**src/rtl/lfsr_stream.sv**
```systemverilog
// -----------------------------------------------------------------------------
// lfsr_stream
//   Fibonacci LFSR pattern generator with a valid/ready output stream.
//   A seed arrives over a valid/ready port; a zero seed is replaced by
//   DEFAULT_SEED and flagged on the sticky lockup output. With STEPS > 1 the
//   register advances STEPS times per output beat, so beats are spaced
//   STEPS cycles apart.
//
//   Optional feature macro: LFSR_PERIOD_EN
//     defined   : period_count counts shifts since the last seed load
//                 (saturating) and period_hit pulses when the state returns
//                 to the last loaded seed.
//     undefined : the reference/counter logic is removed and both outputs
//                 are tied to zero.
// -----------------------------------------------------------------------------
module lfsr_stream #(
   parameter int unsigned      WIDTH        = 16,
   parameter logic [WIDTH-1:0] TAPS         = 16'hB400,
   parameter logic [WIDTH-1:0] DEFAULT_SEED = 16'hACE1,
   parameter int unsigned      STEPS        = 1
) (
   input  logic             clk,
   input  logic             reset,
   input  logic             seed_valid,
   output logic             seed_ready,
   input  logic [WIDTH-1:0] seed,
   output logic             out_valid,
   input  logic             out_ready,
   output logic [WIDTH-1:0] out_data,
   output logic             lockup,
   output logic             period_hit,
   output logic [WIDTH-1:0] period_count
);

   // ---------------------------------------------------------------------------
   // Elaboration-time parameter sanity checks
   // ---------------------------------------------------------------------------
   if (WIDTH < 2 || WIDTH > 32) begin : g_bad_width
      $error("lfsr_stream: WIDTH must be in 2..32");
   end
   if (STEPS < 1 || STEPS > WIDTH) begin : g_bad_steps
      $error("lfsr_stream: STEPS must be in 1..WIDTH");
   end
   if (DEFAULT_SEED == '0) begin : g_bad_seed
      $error("lfsr_stream: DEFAULT_SEED must be non-zero");
   end

   // ---------------------------------------------------------------------------
   // Local types and constants
   // ---------------------------------------------------------------------------
   localparam logic [1:0] ST_IDLE = 2'd0;  // waiting for the first seed
   localparam logic [1:0] ST_RUN  = 2'd1;  // beat presented on out_data
   localparam logic [1:0] ST_STEP = 2'd2;  // extra shifts between beats

   // Holds STEPS-1, the number of extra shifts after a beat transfer.
   localparam int unsigned STEP_W = (STEPS > 1) ? $clog2(STEPS) : 1;

   // One Fibonacci shift: parity of the tapped bits enters at bit 0.
   function automatic logic [WIDTH-1:0] lfsr_next(input logic [WIDTH-1:0] s);
      return {s[WIDTH-2:0], ^(s & TAPS)};
   endfunction

   // ---------------------------------------------------------------------------
   // State
   // ---------------------------------------------------------------------------
   logic [1:0]        state_q,    state_d;
   logic [WIDTH-1:0]  lfsr_q,     lfsr_d;
   logic [STEP_W-1:0] step_cnt_q, step_cnt_d;
   logic              lockup_q,   lockup_d;

   logic              seed_acc;    // seed handshake this cycle
   logic              xfer;        // output handshake this cycle
   logic              load_en;     // the register takes a seed this cycle
   logic              shift_en;    // the register shifts this cycle
   logic [WIDTH-1:0]  seed_val;    // seed after zero substitution
   logic [WIDTH-1:0]  lfsr_shift;  // register value after one shift

   // Handshake flags are pure functions of registered state, so the outputs
   // carry no combinational path from the inputs.
   assign seed_ready = (state_q != ST_STEP);
   assign out_valid  = (state_q == ST_RUN);
   assign out_data   = lfsr_q;
   assign lockup     = lockup_q;

   assign seed_acc   = seed_valid & seed_ready;
   assign xfer       = out_valid & out_ready;
   assign seed_val   = (seed == '0) ? DEFAULT_SEED : seed;
   assign lfsr_shift = lfsr_next(lfsr_q);

   // Next-state logic for the FSM, LFSR register, step counter and lockup flag.
   always_comb begin
      // NOTE: every variable gets a default before the case so that no path
      // leaves one unassigned; an unassigned path would infer a latch.
      state_d    = state_q;
      lfsr_d     = lfsr_q;
      step_cnt_d = step_cnt_q;
      lockup_d   = lockup_q;
      load_en    = 1'b0;
      shift_en   = 1'b0;

      case (state_q)
         ST_IDLE: begin
            if (seed_acc) begin
               load_en = 1'b1;
               state_d = ST_RUN;
            end
         end

         ST_RUN: begin
            // A seed accepted in the same cycle as a transfer wins: the beat
            // leaves with the old value and the register takes the seed
            // instead of shifting.
            if (seed_acc) begin
               load_en = 1'b1;
            end else if (xfer) begin
               shift_en = 1'b1;
               if (STEPS > 1) begin
                  state_d    = ST_STEP;
                  step_cnt_d = STEP_W'(STEPS - 1);
               end
            end
         end

         ST_STEP: begin
            // One shift per cycle; the last one returns to RUN.
            shift_en = 1'b1;
            if (step_cnt_q <= STEP_W'(1)) begin
               step_cnt_d = '0;
               state_d    = ST_RUN;
            end else begin
               step_cnt_d = step_cnt_q - STEP_W'(1);
            end
         end

         default: begin
            state_d = ST_IDLE;
         end
      endcase

      if (load_en) begin
         lfsr_d = seed_val;
         if (seed == '0) begin
            lockup_d = 1'b1;
         end
      end else if (shift_en) begin
         lfsr_d = lfsr_shift;
      end
   end

   // Main state registers: asynchronous assert, released on the next edge.
   always_ff @(posedge clk or posedge reset) begin
      // NOTE: sequential state uses non-blocking assignments only, so every
      // register samples the values from before this edge.
      if (reset) begin
         state_q    <= ST_IDLE;
         lfsr_q     <= DEFAULT_SEED;
         step_cnt_q <= '0;
         lockup_q   <= 1'b0;
      end else begin
         state_q    <= state_d;
         lfsr_q     <= lfsr_d;
         step_cnt_q <= step_cnt_d;
         lockup_q   <= lockup_d;
      end
   end

`ifdef LFSR_PERIOD_EN
   // ---------------------------------------------------------------------------
   // Period measurement against the last loaded seed
   // ---------------------------------------------------------------------------
   logic [WIDTH-1:0] ref_seed_q,     ref_seed_d;
   logic [WIDTH-1:0] period_count_q, period_count_d;
   logic             period_hit_q,   period_hit_d;

   assign period_hit   = period_hit_q;
   assign period_count = period_count_q;

   // Reference capture, saturating shift count and return-to-seed detect.
   always_comb begin
      ref_seed_d     = ref_seed_q;
      period_count_d = period_count_q;
      // A load never coincides with a shift, so a hit is never raised by the
      // seed itself.
      period_hit_d   = shift_en && (lfsr_shift == ref_seed_q);

      if (load_en) begin
         ref_seed_d     = seed_val;
         period_count_d = '0;
      end else if (shift_en && (period_count_q != '1)) begin
         period_count_d = period_count_q + WIDTH'(1);
      end
   end

   // Period registers share the main reset so they match the reset seed.
   always_ff @(posedge clk or posedge reset) begin
      // NOTE: the reference register is reset to DEFAULT_SEED, the value the
      // LFSR itself resets to, so the comparison is meaningful before any load.
      if (reset) begin
         ref_seed_q     <= DEFAULT_SEED;
         period_count_q <= '0;
         period_hit_q   <= 1'b0;
      end else begin
         ref_seed_q     <= ref_seed_d;
         period_count_q <= period_count_d;
         period_hit_q   <= period_hit_d;
      end
   end
`else
   // Period measurement disabled: constant outputs.
   logic unused_period;
   assign unused_period = load_en ^ shift_en;
   assign period_hit    = 1'b0;
   assign period_count  = '0;
`endif

   // ---------------------------------------------------------------------------
   // Protocol properties
   // ---------------------------------------------------------------------------
   // The seed path guarantees the register never reaches the all-zero lock state.
   a_never_zero : assert property (@(posedge clk) disable iff (reset)
      lfsr_q != '0);

   // A stalled beat must not change under backpressure.
   a_hold_stall : assert property (@(posedge clk) disable iff (reset)
      (out_valid && !out_ready && !seed_acc) |=> $stable(out_data) && out_valid);

   // Outside RUN no beat is offered.
   a_step_quiet : assert property (@(posedge clk) disable iff (reset)
      (state_q == ST_STEP) |-> (!out_valid && !seed_ready));

endmodule

```
**config.mk**
```make
export PLATFORM = sky130hd
export DESIGN_NAME = lfsr_stream
export DESIGN_NICKNAME = d
export VERILOG_FILES = /design/src/rtl/lfsr_stream.sv
export SDC_FILE = /design/constraint.sdc
export NUM_CORES = 1
export LEC_CHECK = 0
export ABC_AREA = 1
export CORE_ASPECT_RATIO = 0.5
export CORE_MARGIN = 5
export CORE_UTILIZATION = 45
export CTS_CLUSTER_SIZE = 16
export DETAILED_ROUTE_END_ITERATION = 8
export GPL_TIMING_DRIVEN = 0
export PLACE_DENSITY = 0.93
export SLEW_MARGIN = 0
export SYNTH_ARGS = -nofsm -noshare
export SYNTH_HDL_FRONTEND = slang
export SYNTH_SLANG_ARGS = --single-unit
export TNS_END_PERCENT = 30
```
**constraint.sdc**
```tcl
create_clock -name clk -period 1.6 [get_ports clk]
set_input_delay 0.24 -clock clk [delete_from_list [all_inputs] [get_ports clk]]
set_output_delay 0.24 -clock clk [all_outputs]
set_load 0.01 [all_outputs]
```
# ---- Word level (Yosys, flattened, before mapping)
# Index checks and enable logic that the tools add are counted.
dict set report classes {
  bitwise_logic 3
  n_lt_le_gt_ge 1
  n_shift 0
  muxes 12
  n_reduce_logical 7
  eq_ne 5
  div_mod_pow 0
  mul 0
  addsub 1
}
# cell n
set op_table {}
lappend op_table {{16-bit 2-to-1 mux} 3}
lappend op_table {{16-bit zero test} 1}
lappend op_table {{16-bit parity} 1}
lappend op_table {{2-bit inequality test, second input constant} 3}
lappend op_table {{2-bit case mux with 3 select lines} 1}
lappend op_table {{1-bit 2-to-1 mux} 5}
lappend op_table {{2-bit 2-to-1 mux} 2}
lappend op_table {{3-bit AND reduction} 1}
lappend op_table {{1-bit bitwise AND} 2}
lappend op_table {{2-bit by 1-bit == test with 1-bit output, second input constant} 1}
lappend op_table {{2-bit == test, second input constant} 1}
lappend op_table {{2-bit zero test} 1}
lappend op_table {{1-bit case mux with 2 select lines} 1}
lappend op_table {{2-bit AND reduction} 1}
lappend op_table {{2-bit nonzero test} 1}
lappend op_table {{2-bit OR reduction} 1}
lappend op_table {{1-bit less-or-equal comparator, second input constant} 1}
lappend op_table {{1-bit NOT} 1}
lappend op_table {{1-bit subtractor, second input constant} 1}
dict set report totals {
  mem_count 0
  register_bits 20
  in_bits 20
  romBits 0
  mem_bits_rw 0
  latchBits 0
  wordCells 33
}

# ---- Depth between registers and ports, before layout
dict set report logic_depth {
  word_depth 7
  depth_mapped 9
}

# ---- Worst setup path after synthesis
# OpenSTA, ideal clock, no wires.
dict set report synth_timing {
  path_type {register to register}
  from {reg state_q[0]}
  to {reg lfsr_q[15] (netlist: out_data[15])}
  period_less_slack_ps 1101
  path_slack_ps 499
  arrival_time_ps 1024
  n_path_buf 1
  required_time_ps 1524
  stages_incl_launch_ff 7
  cell_sequence {dfrtp_1 nand2_1 nand2_8 inv_8 buf_12 nor2_2 a22oi_2}
}
dict set report synth_between {
  elab_chain_cells 6
  elab_cells_between_ends 14
}
# element line
set synth_rtl {}
lappend synth_rtl {{start: declaration} 66} ;# logic [1:0] state_q, state_d;
lappend synth_rtl {{start signal: assignment} 160} ;# state_q <= state_d;
lappend synth_rtl {{2-bit by 1-bit == test with 1-bit output} {81, 101}}
lappend synth_rtl {{1-bit bitwise AND} 86} ;# assign xfer = out_valid & out_ready;
lappend synth_rtl {{1-bit 2-to-1 mux} 115} ;# end else if (xfer) begin
lappend synth_rtl {{1-bit 2-to-1 mux} 113} ;# if (seed_acc) begin
lappend synth_rtl {{1-bit case mux with 2 select lines} 101} ;# case (state_q)
lappend synth_rtl {{2-bit nonzero test (no line)} --}
lappend synth_rtl {{end signal: assignment} 161} ;# lfsr_q <= lfsr_d;
lappend synth_rtl {{end: declaration} 67} ;# logic [WIDTH-1:0] lfsr_q, lfsr_d;
# Parallel ways exist; a longest one is shown, timed or not.
# A chain may end at the register's enable or synchronous reset.

# ---- Final worst setup path
dict set report layout_timing {
  from {reg lfsr_q[14] (netlist: out_data[14])}
  to {out out_data[14]}
}
# element line
set layout_lines {}
lappend layout_lines {{end: declaration} 29} ;# output logic [WIDTH-1:0] out_data,
# No word-level cell between the ends.

==> qor.yml <==
dp_hpwl_mm: 2.59
crit_required_ns: 1.36
clock-sinks: 18
status: "complete, no violations"
place_area_mm2: 0.00172
cap_violations: 0
layout_setup_ws_ns: 0.144
row_count: 13
ys_ff_latch: 18
io_buffers: 36
finalSetupTns_ns: 0
cp.arrival_ns: 1.22
yosysSeqAreaShare_pct: 36.7
critPathTopFamily: "buffers and inverters"
clkTransAtPathRegs_ns: 0.07
design_area_mm2: 0.00178
hold_class: "input pin to flip-flop"
place_ws_ns: 0.107
grtUsageTotal_pct: 17.4
power_density_mw_per_mm2: 791
rsz0062_at_grt: "false"
cts_made_buffers: 3
reg2regPathDepth: 6
grt_max_degree: 19
yosys_warnings: 0
die_h_um: 47.4
max_freq_ghz: 0.687
grt_remaining_overflow: 0
avgViaCountPerCell: 4.64
reg2reg_to: "out_data[15]$_DFFE_PP1P_"
relSlewSlack_pct: 55.2
grt_pass1_vias: 1162
wl_per_cell_um: 12.7
core_area_mm2: 0.00264
final_nets: 241
grt_pass1_wl_mm: 5.32
antenna_left: 0
critPathKind: "flip-flop to output pin"
endpoint_kind: "output pin"
clock_skew_ns: 0.00386
power_mw: 1.41
synth_area_mm2: 0.00126
critPathSlowestCell: "clkdlybuf4s50_1"
setup_viol: 0
die_w_um: 84.7
clk_latency_ns: 0.26
layout-drive-gt1-share_pct: 22.7
reg2reg_from: "state_q[0]$_DFFE_PP0P_"
remaining_drc_errors: 0
fillers: 203
holdPathStages: 4
worst-path-buf-inv: 1
drtPass1Iterations: 4
dp.cells: 253
cp_cell_sequence: "clkdlybuf4s50_1"
cts_tree: "built"
tightest_slew_ns: 0.671
die_area_mm2: 0.00401
fin_crit_ns: 1.46
r2r_slack_ns: 0.42
antenna_cells: 0
ir_drop_mv: 0.613
critPathMaxFanout: 3
netlist_instances: 164
syn2layout_area_growth_pct: 41.9
ios: 56
ys_types: 23
cp-start-kind: "flip-flop"
crit_path_max_incr_delay_ns: 0.57
place.gp.congestion: 0.823
hold_path_end: "out_data[9]$_DFFE_PP0P_"
finalCritPeriodShare_pct: 91.0
clockBufferDepth: 2
final_cells: 257
root_buffer: "clkbuf_8"
final_max_slew_viol_count: 0
finalHoldViolCount: 0
p_leak_nw: 0.916
antenna_found_initial: 0
dr_total_vias: 1193
htree_num_levels: 1
hold_start: "seed_valid"
drt_iter0_markers: 77
initial_utilization_pct: 47.7
synth.avg_cell_area_um2: 7.66
drt_wl_total_mm: 3.26
## flip-flops by register name, summed over array words and instances, names as in the netlist
register / cells
lockup: 1
out_data: 16
state_q: 1
## cell type report
class / instances / area, µm² / area share, %
Multi-Input combinational cell: 119 / 572 / 32.1
Sequential cell: 18 / 460 / 25.8
Timing Repair Buffer: 36 / 365 / 20.5
Buffer: 23 / 194 / 10.9
Inverter: 20 / 90.1 / 5.05
Clock buffer: 4 / 55.1 / 3.09
Tap cell: 37 / 46.3 / 2.60
## cells in the mapped netlist
master     n  area share (%)
buf_2      1            0.40
buf_4     18              11
nor2_1    25             7.5
or2_2      1            0.50
nand2_8    1             1.6
inv_1     18             5.4
a31oi_1    1            0.50
nand2_1   39              12
nor3_1     1            0.40
a211oi_1   1            0.60
nand3_4    1             1.4
buf_12     1             1.6
inv_8      2             1.8
a21oi_2    1            0.70
dfrtp_1   10              20
buf_6      3             2.7
nand3_1    1            0.40
nor2_2     4             2.0
o21ai_0   13             5.2
dfstp_2    8              17
conb_1     2            0.60
a21oi_1    7             2.8
a22oi_2    5             5.0
## per-layer routing
metal  GRT usage, %  vias up  part of all wire, %
li1               -      587                    -
met1           19.1      542                   38
met2           32.0       54                   51
met3           6.30       10                  8.5
met4           6.94        0                  2.3
met5              0        -                    0
## cell usage in the layout (no fill, tap or decap), drive strengths merged
| cell | count |
|---|---|
| nand2 | 40 |
| nor2 | 29 |
| clkdlybuf4s50 | 28 |
| buf | 23 |
| inv | 20 |
| conb | 18 |
| o21ai | 13 |
| dfrtp | 10 |
| dfstp | 8 |
| a21oi | 8 |
| a22oi | 5 |
| clkbuf | 4 |
| dlymetal6s2s | 4 |
| dlygate4sd2 | 4 |
| nand3 | 2 |
| a31oi | 1 |
| or2 | 1 |
| nor3 | 1 |
| a211oi | 1 |
## how the worst max path moves through the flow
stage / from / to / slack (ns) / depth (start not counted)
after floorplan: state_q[0]$_DFFE_PP0P_ / out_data[15]$_DFFE_PP1P_ / 0.50 / 6
after global placement: out_ready / out_data[7]$_DFFE_PP1P_ / 0.15 / 6
after detailed placement: seed[1] / out_data[7]$_DFFE_PP1P_ / 0.11 / 6
after CTS: out_data[6]$_DFFE_PP1P_ / out_data[6] / 0.01 / 1
after global routing: out_data[14]$_DFFE_PP0P_ / out_data[14] / 0.11 / 1
final: out_data[14]$_DFFE_PP0P_ / out_data[14] / 0.14 / 1
## where the power goes
group          total, mW  internal (mW)  switching [mW]
Sequential         0.572          0.530          0.0420
Clock              0.379          0.219           0.160
Combinational      0.459          0.231           0.229
Total               1.41          0.979           0.431
## through the flow
stage	util, %	hold WS [ns]
after floorplan	-	0.173
after global placement	65.4	0.452
after detailed placement	65.4	0.482
after CTS	67.3	0.333
after global routing	67.7	0.352
final	67.7	0.334
## logic make-up (layout without fill, tap and decap cells)
kind of cell	Yosys count	after routing	synth area share, %
other	2	18	0.598
flip-flops	18	18	36.7
AND/OR/NAND/NOR	73	73	25.4
buffers and inverters	43	83	22.6
AO/OA/AOI/OAI	28	28	14.7
## repair_timing
item,4_1_cts,5_1_grt
setup buffers,0,0
hold buffers,0,0
endpoints found under the setup margin,4,4
gates resized for setup,4,4
Power figures use the tool's default switching activity.
==> patch 1 (same settings) <==
Build with the macro `LFSR_PERIOD_EN` defined.
--- a/src/rtl/lfsr_stream.sv
+++ b/src/rtl/lfsr_stream.sv
@@ -15,2 +15,4 @@
 // -----------------------------------------------------------------------------
+`define LFSR_PERIOD_EN
+
 module lfsr_stream #(
Function: changed (a bounded check fails within 4 cycles, from zero or initial values and one cycle with reset high).
==> patch 1 against the original RTL <==
- non-clock buffer count up 19
- cell count up 96%
- final area up 110%
- area after synthesis up 120%
- sequential cell count up 33
- clock power rose to 3.1 times the old value
- total power up 130%
- clock skew up 5.6 ps
- synthesized cell count up 120%
- worst setup slack worse by 110 ps
- wire length rose to 2.5 times the old value
- via count up 140%
- first-iteration DRC count rose to 4.7 times the old value
==> patch 1: results (changes against the original RTL) <==
STA
  – Smallest hold slack: 241 ps (was 334 ps)
  – Maximum clock skew at final layout: 9.48 ps (was 3.86 ps)

Logic synthesis
  – Sequential share of the synthesized area: 46.9% (was 36.7%)
  – Commonest cells in the netlist: sky130_fd_sc_hd__nand2_1 (131), sky130_fd_sc_hd__nor2_1 (42), sky130_fd_sc_hd__dfrtp_1 (35), sky130_fd_sc_hd__nand3_1 (24), sky130_fd_sc_hd__nand4_1 (19) (was sky130_fd_sc_hd__nand2_1 (39), sky130_fd_sc_hd__nor2_1 (25), sky130_fd_sc_hd__buf_4 (18), sky130_fd_sc_hd__inv_1 (18), sky130_fd_sc_hd__o21ai_0 (13))
  – Xor and xnor fraction of the mapped netlist area: 7.93% (was 0%)
  – Biggest area contributors in the synthesized netlist: sky130_fd_sc_hd__dfrtp_1 (32%), sky130_fd_sc_hd__nand2_1 (18%), sky130_fd_sc_hd__dfstp_2 (15%) (was sky130_fd_sc_hd__dfrtp_1 (20%), sky130_fd_sc_hd__dfstp_2 (17%), sky130_fd_sc_hd__nand2_1 (12%))
  – Netlist cell types: 28 (was 23)
  – Compound-gate portion of the synthesized area: 5.16% (was 14.7%)

Cells and area
  – Multi-input gate area in the final layout: 1380 um^2 (was 572 um^2)
  – Count of plain and timing-repair buffers in the layout: 78 (was 59)
  – Clock Buffer Count: 7 (was 4)
  – Fraction of final layout cells with drive strength greater than 1: 15.4% (was 22.7%)
  – Count of multi-input combinational gates: 277 (was 119)
  – Inverter count of the layout excluding clock inverters: 14 (was 20)
  – Relative area of clock buffers and inverters in the final design: 4.36% (was 3.09%)

Power and ir drop
  – Net switching share of the total power: 27.8% (was 30.5%)
  – Fraction of power consumed by combinational cells: 18.3% (was 32.6%)
  – Leakage power summed over all cells: 1.67 nW (was 0.916 nW)
  – Pwr/cell area: 887 nW/um^2 (was 791 nW/um^2)

Routing
  – Pre-antenna DRT Iters: 7 (was 4)
  – Detailed router's first-iteration violation count: 363 (was 77)
  – Wire length per cell after detailed routing: 16.4 um (was 12.7 um)
  – Post-detailed-route via-to-cell ratio: 5.65 (was 4.64)

Clock tree
  – Root Driver: sky130_fd_sc_hd__clkbuf_16 (was sky130_fd_sc_hd__clkbuf_8)
  – Skew-Pair Late Insertion Delay: 300 ps (was 260 ps)
  – Cts repair resizes: 15 (was 4)
  – Clk sink count: 51 (was 18)

Min path
  – Path type of the worst min-delay path: primary input to asynchronous set/reset pin (was primary input to register)

Global routing
  – Total GRT Usage: 20.9% (was 17.4%)
  – Via count of the first global-routing pass: 2708 (was 1162)
  – Global-route wire length before repair: 12900 um (was 5320 um)

Setup path
  – Start of the worst register-to-register path: period_count[4] (was state_q[0])
  – Maximum fanout along the worst path: 6 (was 3)
  – Logic depth of the worst register-to-register path: 9 (was 6)
  – Worst reg2reg path endpoint: period_count[6] (was out_data[15])

Run status
  – Run status: complete, no violations (unchanged)

Place
  – Routability Congestion: 0.888 (was 0.823)
  – Total placed instance area: 3410 um^2 (was 1720 um^2)
patch 1: changes by cell type after synthesis, sizes merged, moves of 3 or more:
cell	delta
clkbuf	+11
dfrtp	+25
nand4	+19
buf	-19
xnor2	+14
inv	-6
nand3	+23
nor2	+17
a22oi	-5
xor2	+11
dfstp	+8
nand2	+92
o21bai	+3
patch 1: metal layers:
layer | track usage, % | share of wire, % | vias up | wire (um)
li1 | - | - | 1292 | -
met4 | 11.3 | 3.3 | 0 | 275
met2 | 35.4 | 48 | 187 | 3990
met1 | 25.5 | 39 | 1334 | 3230
met5 | 0 | 0 | - | 0
met3 | 4.30 | 9.5 | 41 | 784
patch 1: how the worst max path moves through the flow:
stage                     slack (ps)       startpoint         endpoint
final                             30  period_count[3]  period_count[3]
after global placement          -780            reset   ref_seed_q[14]
after detailed placement        -330        out_ready      out_data[2]
after floorplan                   30  period_count[0]  period_count[2]
after CTS                        0.1  period_count[3]  period_count[3]
after global routing             -70        out_ready     out_data[14]
==> patch 2 (same settings) <==
Without the edit above. Change the parameter `WIDTH` from 16 to 32.
--- a/src/rtl/lfsr_stream.sv
+++ b/src/rtl/lfsr_stream.sv
@@ -16,3 +16,3 @@
 module lfsr_stream #(
-   parameter int unsigned      WIDTH        = 16,
+   parameter int unsigned      WIDTH        = 32,
    parameter logic [WIDTH-1:0] TAPS         = 16'hB400,
Interface: changed (resized out_data, period_count and seed); port bits go from 56 to 104. The function was not compared with the original's and may differ.
==> patch 2 against the original RTL <==
- total power up 82%
- worst setup slack worse by 100 ps
- area after synthesis rose by 67%
- hold slack improved by 33 ps
- sequential cell count grew 16
- wire length grew 77%
- clock power rose by 110%
- final area rose by 73%
- critical path type unchanged
- largest cell class is now buffers
==> patch 2: results (changes against the original RTL) <==
Run status
  – Run status: complete, no violations (unchanged)

Setup path
  – Largest stage delay on the critical path: 590 ps (was 570 ps)
  – Maximum fanout along the worst path: 5 (was 3)
  – Startpoint of the most critical setup path: out_data[12] (was out_data[14])
  – Register-to-register setup slack: 320 ps (was 420 ps)

STA
  – Slew headroom: 54.2% (was 55.2%)
  – Maximum clock skew at final layout: 7.28 ps (was 3.86 ps)
  – Crit path time final: 1560 ps (was 1460 ps)

Routing
  – Total vias in the final route: 2064 (was 1193)
  – Detailed router's first-iteration violation count: 158 (was 77)

Logic synthesis
  – Biggest area contributors in the synthesized netlist: sky130_fd_sc_hd__dfrtp_1 (31%), sky130_fd_sc_hd__buf_4 (13%), sky130_fd_sc_hd__dfstp_2 (10%) (was sky130_fd_sc_hd__dfrtp_1 (20%), sky130_fd_sc_hd__dfstp_2 (17%), sky130_fd_sc_hd__nand2_1 (12%))
  – Commonest cells in the netlist: sky130_fd_sc_hd__nand2_1 (55), sky130_fd_sc_hd__nor2_1 (54), sky130_fd_sc_hd__o21ai_0 (38), sky130_fd_sc_hd__buf_4 (36) (was sky130_fd_sc_hd__nand2_1 (39), sky130_fd_sc_hd__nor2_1 (25), sky130_fd_sc_hd__buf_4 (18), sky130_fd_sc_hd__inv_1 (18), sky130_fd_sc_hd__o21ai_0 (13))
  – Netlist cell types: 19 (was 23)
  – Sequential share of the synthesized area: 41.1% (was 36.7%)

Cells and area
  – Net count, final: 433 (was 241)
  – Number of flip-flops in the largest register: 32 (was 16)
  – Fraction of final layout cells with drive strength greater than 1: 18.3% (was 22.7%)

Power and ir drop
  – Leakage power summed over all cells: 1.53 nW (was 0.916 nW)
  – Peak supply drop: 0.477 mV (was 0.613 mV)

Place
  – # placed instances: 447 (was 253)
  – Port-buffer cells: 69 (was 36)
  – Total placed instance area: 2980 um^2 (was 1720 um^2)
  – Final HPWL from detailed placement: 4310 um (was 2590 um)
  – Routability Congestion: 0.849 (was 0.823)
  – Setup slack after placement: -165 ps (was 107 ps)

Global routing
  – Global-route wire length before repair: 9400 um (was 5320 um)
  – Largest net degree at the start of global routing: 35 (was 19)
  – Total GRT Usage: 19.0% (was 17.4%)

Clock tree
  – Number of buffers inserted during clock tree synthesis: 5 (was 3)
  – Skew-Pair Late Insertion Delay: 290 ps (was 260 ps)
patch 2: per-layer routing:
layer / routed length, um / global-route usage [%]
met2: 2840 / 33.1
met5: 0 / 0
met4: 34 / 4.01
met3: 469 / 4.56
met1: 2410 / 24.6
patch 2: final timing paths:
kind | to | depth (start not counted)
max | out_data[12] | 1
min | out_data[25] | 2
max reg2reg | out_data[5] | 6
min reg2reg | lockup | 2
max in group asynchronous | out_data[20] | 2
min in group clk | lockup | 2
patch 2: timing repair:
action,CTS,global route
buffers inserted,0,0
resized for setup,7,1
setup endpoints to repair,7,1
patch 2: power by group:
group / internal, mW / switching (mW)
clock: 0.458 / 0.321
combinational: 0.383 / 0.358
sequential: 0.979 / 0.0734
total: 1.82 / 0.753
patch 2: logic make-up (layout without fill, tap and decap cells):
family / after synthesis / in the layout / share of synthesized area (%)
AOI/OAI and AO/OA: 64 / 64 / 16.7
other: 2 / 34 / 0.358
buffers and inverters: 73 / 150 / 19.9
and+or+nand+nor: 116 / 116 / 22.0
DFF: 34 / 34 / 41.1
patch 2: final cells by class:
cell class              instances  area (um^2)
flip-flops and latches         34          861
multi-input cells             214          938
clock inverters                 3         40.0
well taps                      57         71.3
clock buffers                   5         68.8
repair buffers                 69          684
inverters                      27          101
plain buffers                  46          315
fillers                       350         1370
patch 2: stage by stage:
| step | util [%] | hold slack, ps |
|---|---|---|
| after floorplan | - | 376 |
| after global placement | 67.0 | 449 |
| after detailed placement | 67.0 | 450 |
| after CTS | 69.2 | 477 |
| after global routing | 69.3 | 446 |
| final | 69.3 | 367 |
